**src/rtl/btn_cmd_decoder.sv**
```systemverilog
// Debounced button levels -> HEAL/FEED/RESET_GAME/TEST_TOGGLE commands; events appear the cycle after the qualifying sample.
// 1-deep output register: a new event while a command is stalled (cmd_ready=0) is dropped and sets sticky overrun.
module btn_cmd_decoder #(
  parameter int HOLD_RST = 250000000,
  parameter int HOLD_TST = 250000000,
  parameter int REPEAT   = 25000000
) (
  input  logic       clk,
  input  logic       reset,
  input  logic       btn_salud,
  input  logic       btn_hambre,
  input  logic       btn_reset,
  input  logic       btn_test,
  input  logic       cmd_ready,
  output logic       cmd_valid,
  output logic [2:0] cmd_code,
  output logic       test_mode,
  output logic       overrun
);

  localparam int MAX_A = (HOLD_RST > HOLD_TST) ? HOLD_RST : HOLD_TST;
  localparam int MAX_C = (MAX_A > REPEAT) ? MAX_A : REPEAT;
  localparam int CW    = $clog2(MAX_C + 1);

  localparam logic [2:0] CODE_NONE  = 3'd0;
  localparam logic [2:0] CODE_HEAL  = 3'd1;
  localparam logic [2:0] CODE_FEED  = 3'd2;
  localparam logic [2:0] CODE_RESET = 3'd3;
  localparam logic [2:0] CODE_TEST  = 3'd4;

  typedef enum logic [1:0] {WAIT_REL, IDLE, HELD} bstate_t;

  // Index 0/1 are edge-triggered (heal/feed), 2/3 are long-press (reset/test).
  logic [3:0]    btn;
  bstate_t       st_q  [4];
  bstate_t       st_d  [4];
  logic [CW-1:0] cnt_q [4];
  logic [CW-1:0] cnt_d [4];
  logic [CW:0]   inc   [4];
  logic [3:0]    ev;
  logic          cand_vld;
  logic [2:0]    cand_code;
  logic          multi_ev;
  logic          xfer;

  assign btn = {btn_test, btn_reset, btn_hambre, btn_salud};

  always_comb begin
    for (int i = 0; i < 4; i++) begin
      st_d[i]  = st_q[i];
      cnt_d[i] = cnt_q[i];
      ev[i]    = 1'b0;
      inc[i]   = {1'b0, cnt_q[i]} + {{CW{1'b0}}, 1'b1};
      case (st_q[i])
        WAIT_REL: if (!btn[i]) st_d[i] = IDLE;
        IDLE: begin
          if (btn[i]) begin
            st_d[i]  = HELD;
            cnt_d[i] = CW'(1);
            ev[i]    = (i < 2);
          end
        end
        HELD: begin
          if (!btn[i]) begin
            st_d[i]  = IDLE;
            cnt_d[i] = '0;
          end else if (i < 2) begin
            // Counter cycles 1..REPEAT so repeats continue for as long as the button is held.
            if (REPEAT > 0) begin
              if (inc[i] == (CW+1)'(REPEAT + 1)) begin
                ev[i]    = 1'b1;
                cnt_d[i] = CW'(1);
              end else begin
                cnt_d[i] = inc[i][CW-1:0];
              end
            end
          end else if (inc[i] == (CW+1)'((i == 2) ? HOLD_RST : HOLD_TST)) begin
            ev[i]    = 1'b1;
            st_d[i]  = WAIT_REL;
            cnt_d[i] = '0;
          end else begin
            cnt_d[i] = inc[i][CW-1:0];
          end
        end
        default: st_d[i] = WAIT_REL;
      endcase
    end
  end

  always_comb begin
    cand_vld  = 1'b1;
    cand_code = CODE_NONE;
    if (ev[2])      cand_code = CODE_RESET;
    else if (ev[3]) cand_code = CODE_TEST;
    else if (ev[0]) cand_code = CODE_HEAL;
    else if (ev[1]) cand_code = CODE_FEED;
    else            cand_vld  = 1'b0;
  end

  assign multi_ev = ((ev & (ev - 4'd1)) != 4'd0);
  assign xfer     = cmd_valid && cmd_ready;

  always_ff @(posedge clk) begin
    if (reset) begin
      for (int i = 0; i < 4; i++) begin
        st_q[i]  <= WAIT_REL;
        cnt_q[i] <= '0;
      end
      cmd_valid <= 1'b0;
      cmd_code  <= CODE_NONE;
      test_mode <= 1'b0;
      overrun   <= 1'b0;
    end else begin
      for (int i = 0; i < 4; i++) begin
        st_q[i]  <= st_d[i];
        cnt_q[i] <= cnt_d[i];
      end
      if (ev[2])      test_mode <= 1'b0;
      else if (ev[3]) test_mode <= ~test_mode;
      if (cand_vld && (!cmd_valid || xfer)) begin
        cmd_valid <= 1'b1;
        cmd_code  <= cand_code;
      end else if (xfer) begin
        cmd_valid <= 1'b0;
        cmd_code  <= CODE_NONE;
      end
      if (multi_ev || (cand_vld && cmd_valid && !cmd_ready)) overrun <= 1'b1;
    end
  end

endmodule

```
**config.mk**
```make
export PLATFORM = sky130hd
export DESIGN_NAME = btn_cmd_decoder
export DESIGN_NICKNAME = d
export VERILOG_FILES = /design/src/rtl/btn_cmd_decoder.sv
export SDC_FILE = /design/constraint.sdc
export NUM_CORES = 1
export LEC_CHECK = 0
export CORE_ASPECT_RATIO = 0.5
export CORE_MARGIN = 8
export CORE_UTILIZATION = 40
export CTS_CLUSTER_SIZE = 25
export DETAILED_ROUTE_END_ITERATION = 10
export SYNTH_ARGS = -nofsm -noshare
export SYNTH_HDL_FRONTEND = slang
export SYNTH_SLANG_ARGS = --single-unit
```
**constraint.sdc**
```tcl
create_clock -name clk -period 3.3 [get_ports clk]
set_clock_uncertainty 0.1 [all_clocks]
set_input_delay 0.66 -clock clk [delete_from_list [all_inputs] [get_ports clk]]
set_output_delay 0.66 -clock clk [all_outputs]
set_load 0.05 [all_outputs]
```
==> reports/summary.txt, run 1 <==
crit path time final - 3.156 ns
HP Class - reg2reg
Worst slew margin - 0.5229
Slew @ Worst Pin - 0.7156 ns
worst skew pair latency - 0.43 ns
All-Layer GR Usage - 0.1690
Final Cell Area - 10080 um^2
antenna viol nets, final - 0
initial detailed-routing violation count - 669
Mapped Cells - 1132
pwr dens - 368.6 nW/um^2
RSZ-0062 raised after global routing - true
maximum clock insertion buffer count - 2
count of state elements after synthesis - 126
CTS Sinks - 126
CP startpoint kind - flip-flop
Starting Density - 0.4034
P_leak - 0.003239 uW
IO Pins - 13
setup tns final - 0 ns
Die Width - 224.2 um
largest net degree at the start of global routing - 51
hold depth - 1
share of cells above drive strength 1 - 0.1432
CTS tree - built
top area cells in the synthesized netlist - dfxtp_1 29%, a21oi_1 5.9%, a311oi_1 5.8%
crit path max fanout - 7
CTS buffer count - 17
CTS root buffer - clkbuf_16
CP Capture Type - flip-flop
Ant. Diodes - 0
VDD IR-drop max - 0.3494 mV
Synth Warn # - 0
GRT Residual Overflow - 0
post-route clock period utilization - 0.9564
leading cell type in the layout, fill and taps excluded - dfxtp_1
area grow syn2layout - 16.28%
Area after DPL - 9370 um^2
Max Freq - 316.8 MHz
Netlist cell types - 84
Seq/Total Area, Yosys - 0.2910
Worst-path clk slew - 0.06 ns
drt total wl - 22620 um
Nets - 1167
async set-or-reset flop fraction in the synthesized netlist - 0
reg2reg path depth - 9
Most used DFF post-synth - dfxtp_1
die footprint - 26930 um^2
required time worst endpoint - 3.53 ns
RePlAce Congestion - 0.8652
Arrival @ worst endpoint - 3.39 ns
EDFF count, synth - 0
hpwl dp - 15500 um
mean area per synthesized cell - 7.659 um^2
Site Rows - 38
number of global-route vias before repair - 7910
WL/cell - 15.50 um
status - finished clean
final hold viol count - 0
cell area after synthesis - 8670 um^2
DR vias - 8690
Vias/cell - 5.956
DRC - 0
Core Area - 21490 um^2
first-pass GRT wire length - 38390 um
Hold Buf Count CTS - 0
fin. max-slew vios - 0
Final Hold Slack - 0.3625 ns
largest area contributor in the netlist - dfxtp_1
critical path class - reg2reg
Final setup viols - 0
top cell type's share of synthesized area - 0.2910
I/O Buffers - 12
H-Tree Level Count - 4
Die Y - 120.1 um
DR pass1 iterations - 5
Max Cap Viol - 0
initial antenna violation count - 0
most frequent cells in the layout - 120 x dfxtp_1, 119 x nand2_1, 101 x a21oi_1, 79 x buf_4, 74 x nor2_1
post-synthesis net count - 1153
Tot Pwr - 3716 uW
[state kept, by name (all words and copies together), names as in the netlist]
register	count
overrun	1
cmd_code	3
cmd_valid	1
st_q	8
cnt_q	112
test_mode	1
[what timing repair did]
action / in CTS / in global routing
endpoints found under the hold margin: 0 / 0
gates resized for setup: 0 / 22
endpoints found under the setup margin: 0 / 80
buffers inserted: 0 / 2
[cells in the mapped netlist, types with 15 or more instances]
library cell / n
a21oi_1: 102
a311oi_1: 57
a31oi_1: 28
a41oi_1: 15
and3_1: 23
buf_2: 33
clkbuf_1: 56
dfxtp_1: 126
inv_1: 28
nand2_1: 119
nand2b_1: 18
nand3_1: 50
nand4_1: 31
nor2_1: 74
nor3_1: 33
nor4_1: 23
o21ai_0: 51
xor2_1: 18
[through the flow]
step                setup WS, ns  std cells    util
floorplan                0.01690       1132       -
global placement         0.07583       1425  0.4360
detailed placement       0.03587       1425  0.4360
CTS                     0.009380       1457  0.4645
global route           -0.007821       1459  0.4691
finish                    0.1439       1459  0.4691
[layer usage]
layer	GRT usage	vias up	routed length [um]
met5	0	-	0
met2	0.2660	233	10190
li1	-	4350	-
met4	0.05124	0	259
met3	0.04554	30	1082
met1	0.2246	4077	11090
[cell families (layout without fill, tap and decap cells)]
group,Yosys count,in the layout,synth area share
compound gates,346,346,0.2741
fa+ha+maj,15,15,0.02136
xor+xnor,32,32,0.03233
flops,126,126,0.2910
buf+inv,128,155,0.06567
simple gates,473,473,0.3013
mux,12,12,0.01429
[final cells by class]
| cell class | count | area (um^2) |
|---|---|---|
| multi-input combinational | 878 | 5673 |
| tap | 300 | 375.4 |
| clock inverter | 15 | 186.4 |
| sequential | 126 | 2530 |
| inverter | 28 | 105.1 |
| clock buffer | 17 | 425.4 |
| fill | 2084 | 11410 |
| timing repair buffer | 95 | 785.8 |
[power breakdown]
group | switching [uW] | internal, uW | leakage, uW | total, uW
logic | 133 | 65.2 | 0.00193 | 199
clock network | 781 | 1200 | 0.000286 | 1980
registers | 8.65 | 1530 | 0.00102 | 1540
total | 923 | 2790 | 0.00324 | 3720
[critical path, cell delays in order (launching register included)]
cell and delay, ns:
dfxtp_1 0.43, nand4_1 0.23, or4_1 0.63, a21o_1 0.23, a211oi_2 0.26, and4bb_4 0.25
and3_4 0.20, a211o_1 0.28, or3_1 0.30, o211a_1 0.13
[final timing paths]
| kind | slack (ns) | from | to |
|---|---|---|---|
| hold reg to reg | 0.36 | st_q[3][0] | st_q[3][0] |
| setup reg to reg | 0.14 | cnt_q[3][7] | overrun |
| setup / recovery | 0.14 | cnt_q[3][7] | overrun |
| hold / removal | 0.36 | st_q[3][0] | st_q[3][0] |
Note: power is estimated with default switching activity, not from simulation.
==> run 2: changes to the inputs <==
--- a/config.mk
+++ b/config.mk
@@ -7,9 +7,11 @@
 export LEC_CHECK = 0
 export CORE_ASPECT_RATIO = 0.5
 export CORE_MARGIN = 8
-export CORE_UTILIZATION = 40
+export CORE_UTILIZATION = 58
 export CTS_CLUSTER_SIZE = 25
 export DETAILED_ROUTE_END_ITERATION = 10
+export GPL_TIMING_DRIVEN = 0
+export PLACE_DENSITY = 0.78
 export SYNTH_ARGS = -nofsm -noshare
 export SYNTH_HDL_FRONTEND = slang
 export SYNTH_SLANG_ARGS = --single-unit
==> run 2 against run 1 <==
Effect of this change: sequential power is essentially flat; clock power hardly changed; wire length grew 18%; critical path type unchanged.
==> reports/summary.txt, run 2 (synthesis results as in run 1) <==
CTS root buffer - clkbuf_16
All-Layer GR Usage - 0.2586 (+0.08960)
register area - 2546 um^2 (+0.64%)
Die Width - 188.9 um (-16%)
initial detailed-routing violation count - 1110 (+66%)
switch share - 0.2535 (+0.004997)
Worst-path clk slew - 0.06 ns (about the same)
pwr dens - 360.2 nW/um^2 (-2.3%)
Arrival @ worst endpoint - 3.46 ns (+0.07 ns)
Worst slew margin - 0.2032 (-0.3197)
Core Area - 14550 um^2 (-32%)
Comb power frac - 0.058 (+0.005)
CP Capture Type - flip-flop
HP Class - reg2reg
GRT Residual Overflow - 0 (unchanged)
CTS tree - built
largest registers - cnt_q (112), st_q (8), cmd_code (3)
register-to-register setup slack - 0.06 ns (-0.08 ns)
Critical path destination - cnt_q[3][22]
fin. max-slew vios - 0 (unchanged)
area grow syn2layout - 19.79%
Worst R2R End - cnt_q[3][22]
P_leak - 0.003459 uW (+6.8%)
drt total wl - 26730 um (+18%)
status - finished clean
antenna viol nets, final - 0 (unchanged)
die footprint - 19350 um^2 (-28%)
number of global-route vias before repair - 8398 (+6.2%)
CP startpoint kind - flip-flop
Psw - 948.3 uW (+2.7%)
part of the power in registers - 0.412 (-0.003)
I/O Buffers - 10 (-2)
H-Tree Level Count - 4 (unchanged)
Die Y - 102.5 um (-15%)
required time worst endpoint - 3.52 ns (about the same)
Max Freq - 309.0 MHz (-2.5%)
internal power - 2793 uW (about the same)
Core Util, Final - 0.7140 (+0.2449)
Max Cap Viol - 0 (unchanged)
Nets - 1204 (+3.2%)
initial antenna violation count - 0 (unchanged)
reg2reg path depth - 12 (+3)
worst skew pair latency - 0.43 ns (about the same)
crit path max fanout - 10 (+3)
Starting Density - 0.5960 (+0.1926)
clock power share - 0.530 (-0.002)
CTS buffer count - 17 (unchanged)
FF-to-FF Start - cnt_q[3][0]
number of flip-flops in the largest register - 112 (unchanged)
critical path class - reg2reg
# fillers - 1135 (-46%)
RePlAce Congestion - 0.9407 (+8.7%)
post-route clock period utilization - 0.9808 (+0.02436)
DRC - 0 (unchanged)
largest net degree at the start of global routing - 17 (-67%)
Site Rows - 31 (-18%)
Vias/cell - 6.769 (+14%)
area of the multi-input gates - 5989 um^2 (+5.6%)
crit path time final - 3.237 ns (+0.08038 ns)
IO Pins - 13 (unchanged)
leading cell type in the layout, fill and taps excluded - nand2_1
most frequent cells in the layout - 117 x nand2_1, 115 x dfxtp_1, 102 x a21oi_1, 74 x nor2_1, 56 x a311oi_1
final hold viol count - 0 (unchanged)
Final Cell Area - 10390 um^2 (+3.0%)
maximum clock insertion buffer count - 2 (unchanged)
Area after DPL - 9017 um^2 (-3.8%)
critical path launch point - cnt_q[3][0]
CTS Sinks - 126 (unchanged)
Reg with most FFs - cnt_q
Slew @ Worst Pin - 1.184 ns (+0.4687 ns)
DR pass1 iterations - 5 (unchanged)
Ant. Diodes - 0 (unchanged)
WL/cell - 19.17 um (+24%)
VDD IR-drop max - 0.3610 mV (+3.3%)
Final setup viols - 0 (unchanged)
hpwl dp - 17130 um (+11%)
DR vias - 9436 (+8.6%)
first-pass GRT wire length - 41480 um (+8.1%)
share of cells above drive strength 1 - 0.1656 (+0.02232)
run 2: cell types whose count changed in the layout (fill, tap and decap cells not counted), sizes merged:
cell / change
inv: +2
clkbuf: +52
nand4: +1
buf: -15
clkinv: -2
clkdlybuf4s50: -1
run 2: how the worst min path moves through the flow:
stage,start,to,slack (ns),cells after the start
after floorplan,st_q[3][1],st_q[3][0],0.33,1
after global placement,st_q[3][1],st_q[3][0],0.34,1
after detailed placement,st_q[3][1],st_q[3][0],0.36,1
after CTS,st_q[3][1],st_q[3][0],0.37,1
after global routing,st_q[2][1],st_q[2][0],0.41,1
final,st_q[3][1],st_q[3][0],0.37,1
run 2: area by class of cell:
| cell class | count | area share |
|---|---|---|
| multi-input combinational | 879 | 0.5767 |
| sequential | 126 | 0.2452 |
| buffer | 86 | 0.04723 |
| clock buffer | 17 | 0.04096 |
| timing repair buffer | 45 | 0.03831 |
| tap | 198 | 0.02386 |
| clock inverter | 15 | 0.01759 |
| inverter | 28 | 0.01012 |
run 2: metal layers:
layer | GRT usage | share of wire | vias up
met3 | 0.05347 | 0.096 | 61
met4 | 0.1015 | 0.021 | 0
met5 | 0 | 0 | -
met2 | 0.4176 | 0.46 | 497
met1 | 0.3370 | 0.43 | 4452
li1 | - | - | 4426
run 2: timing repair:
| item | CTS | global route |
|---|---|---|
| setup buffers | 16 | 17 |
| endpoints found under the setup margin | 111 | 107 |
| cloned | 0 | 3 |
| hold buffers | 0 | 0 |
| pin swaps | 8 | 22 |
| gates resized for setup | 40 | 92 |
run 2: metrics by stage:
| stage | total power [uW] | cells | setup TNS, ns | worst slack (ns) | hold WS [ns] |
|---|---|---|---|---|---|
| final | 3741 | 1394 | 0 | 0.06349 | 0.3669 |
| after global routing | 3851 | 1394 | -0.2016 | -0.03440 | 0.4088 |
| after CTS | 3742 | 1386 | -0.008274 | -0.008274 | 0.3702 |
| after detailed placement | 1778 | 1340 | -36.58 | -0.7780 | 0.3581 |
| after global placement | 1771 | 1340 | -29.70 | -0.7176 | 0.3421 |
| after floorplan | 1708 | 1132 | 0 | 0.01690 | 0.3256 |
run 2: power by group through the flow:
stage,logic (uW),registers (uW),clock network (uW)
3_5_place_dp,201,1580,0
6_report,218,1540,1980
3_3_place_gp,196,1580,0
2_1_floorplan,129,1580,0
5_1_grt,234,1540,2080
4_1_cts,205,1540,1990
run 2: worst max-delay path, cell delays in order, from the launching register on:
cell and delay (ns):
dfxtp_4 0.39, ha_4 0.17, nand4_4 0.13, or4_1 0.54, clkbuf_4 0.20, a21o_1 0.18
a211oi_2 0.20, and4bb_4 0.25, a21oi_4 0.24, buf_8 0.18, buf_6 0.16, nand2_1 0.07
a311oi_1 0.30
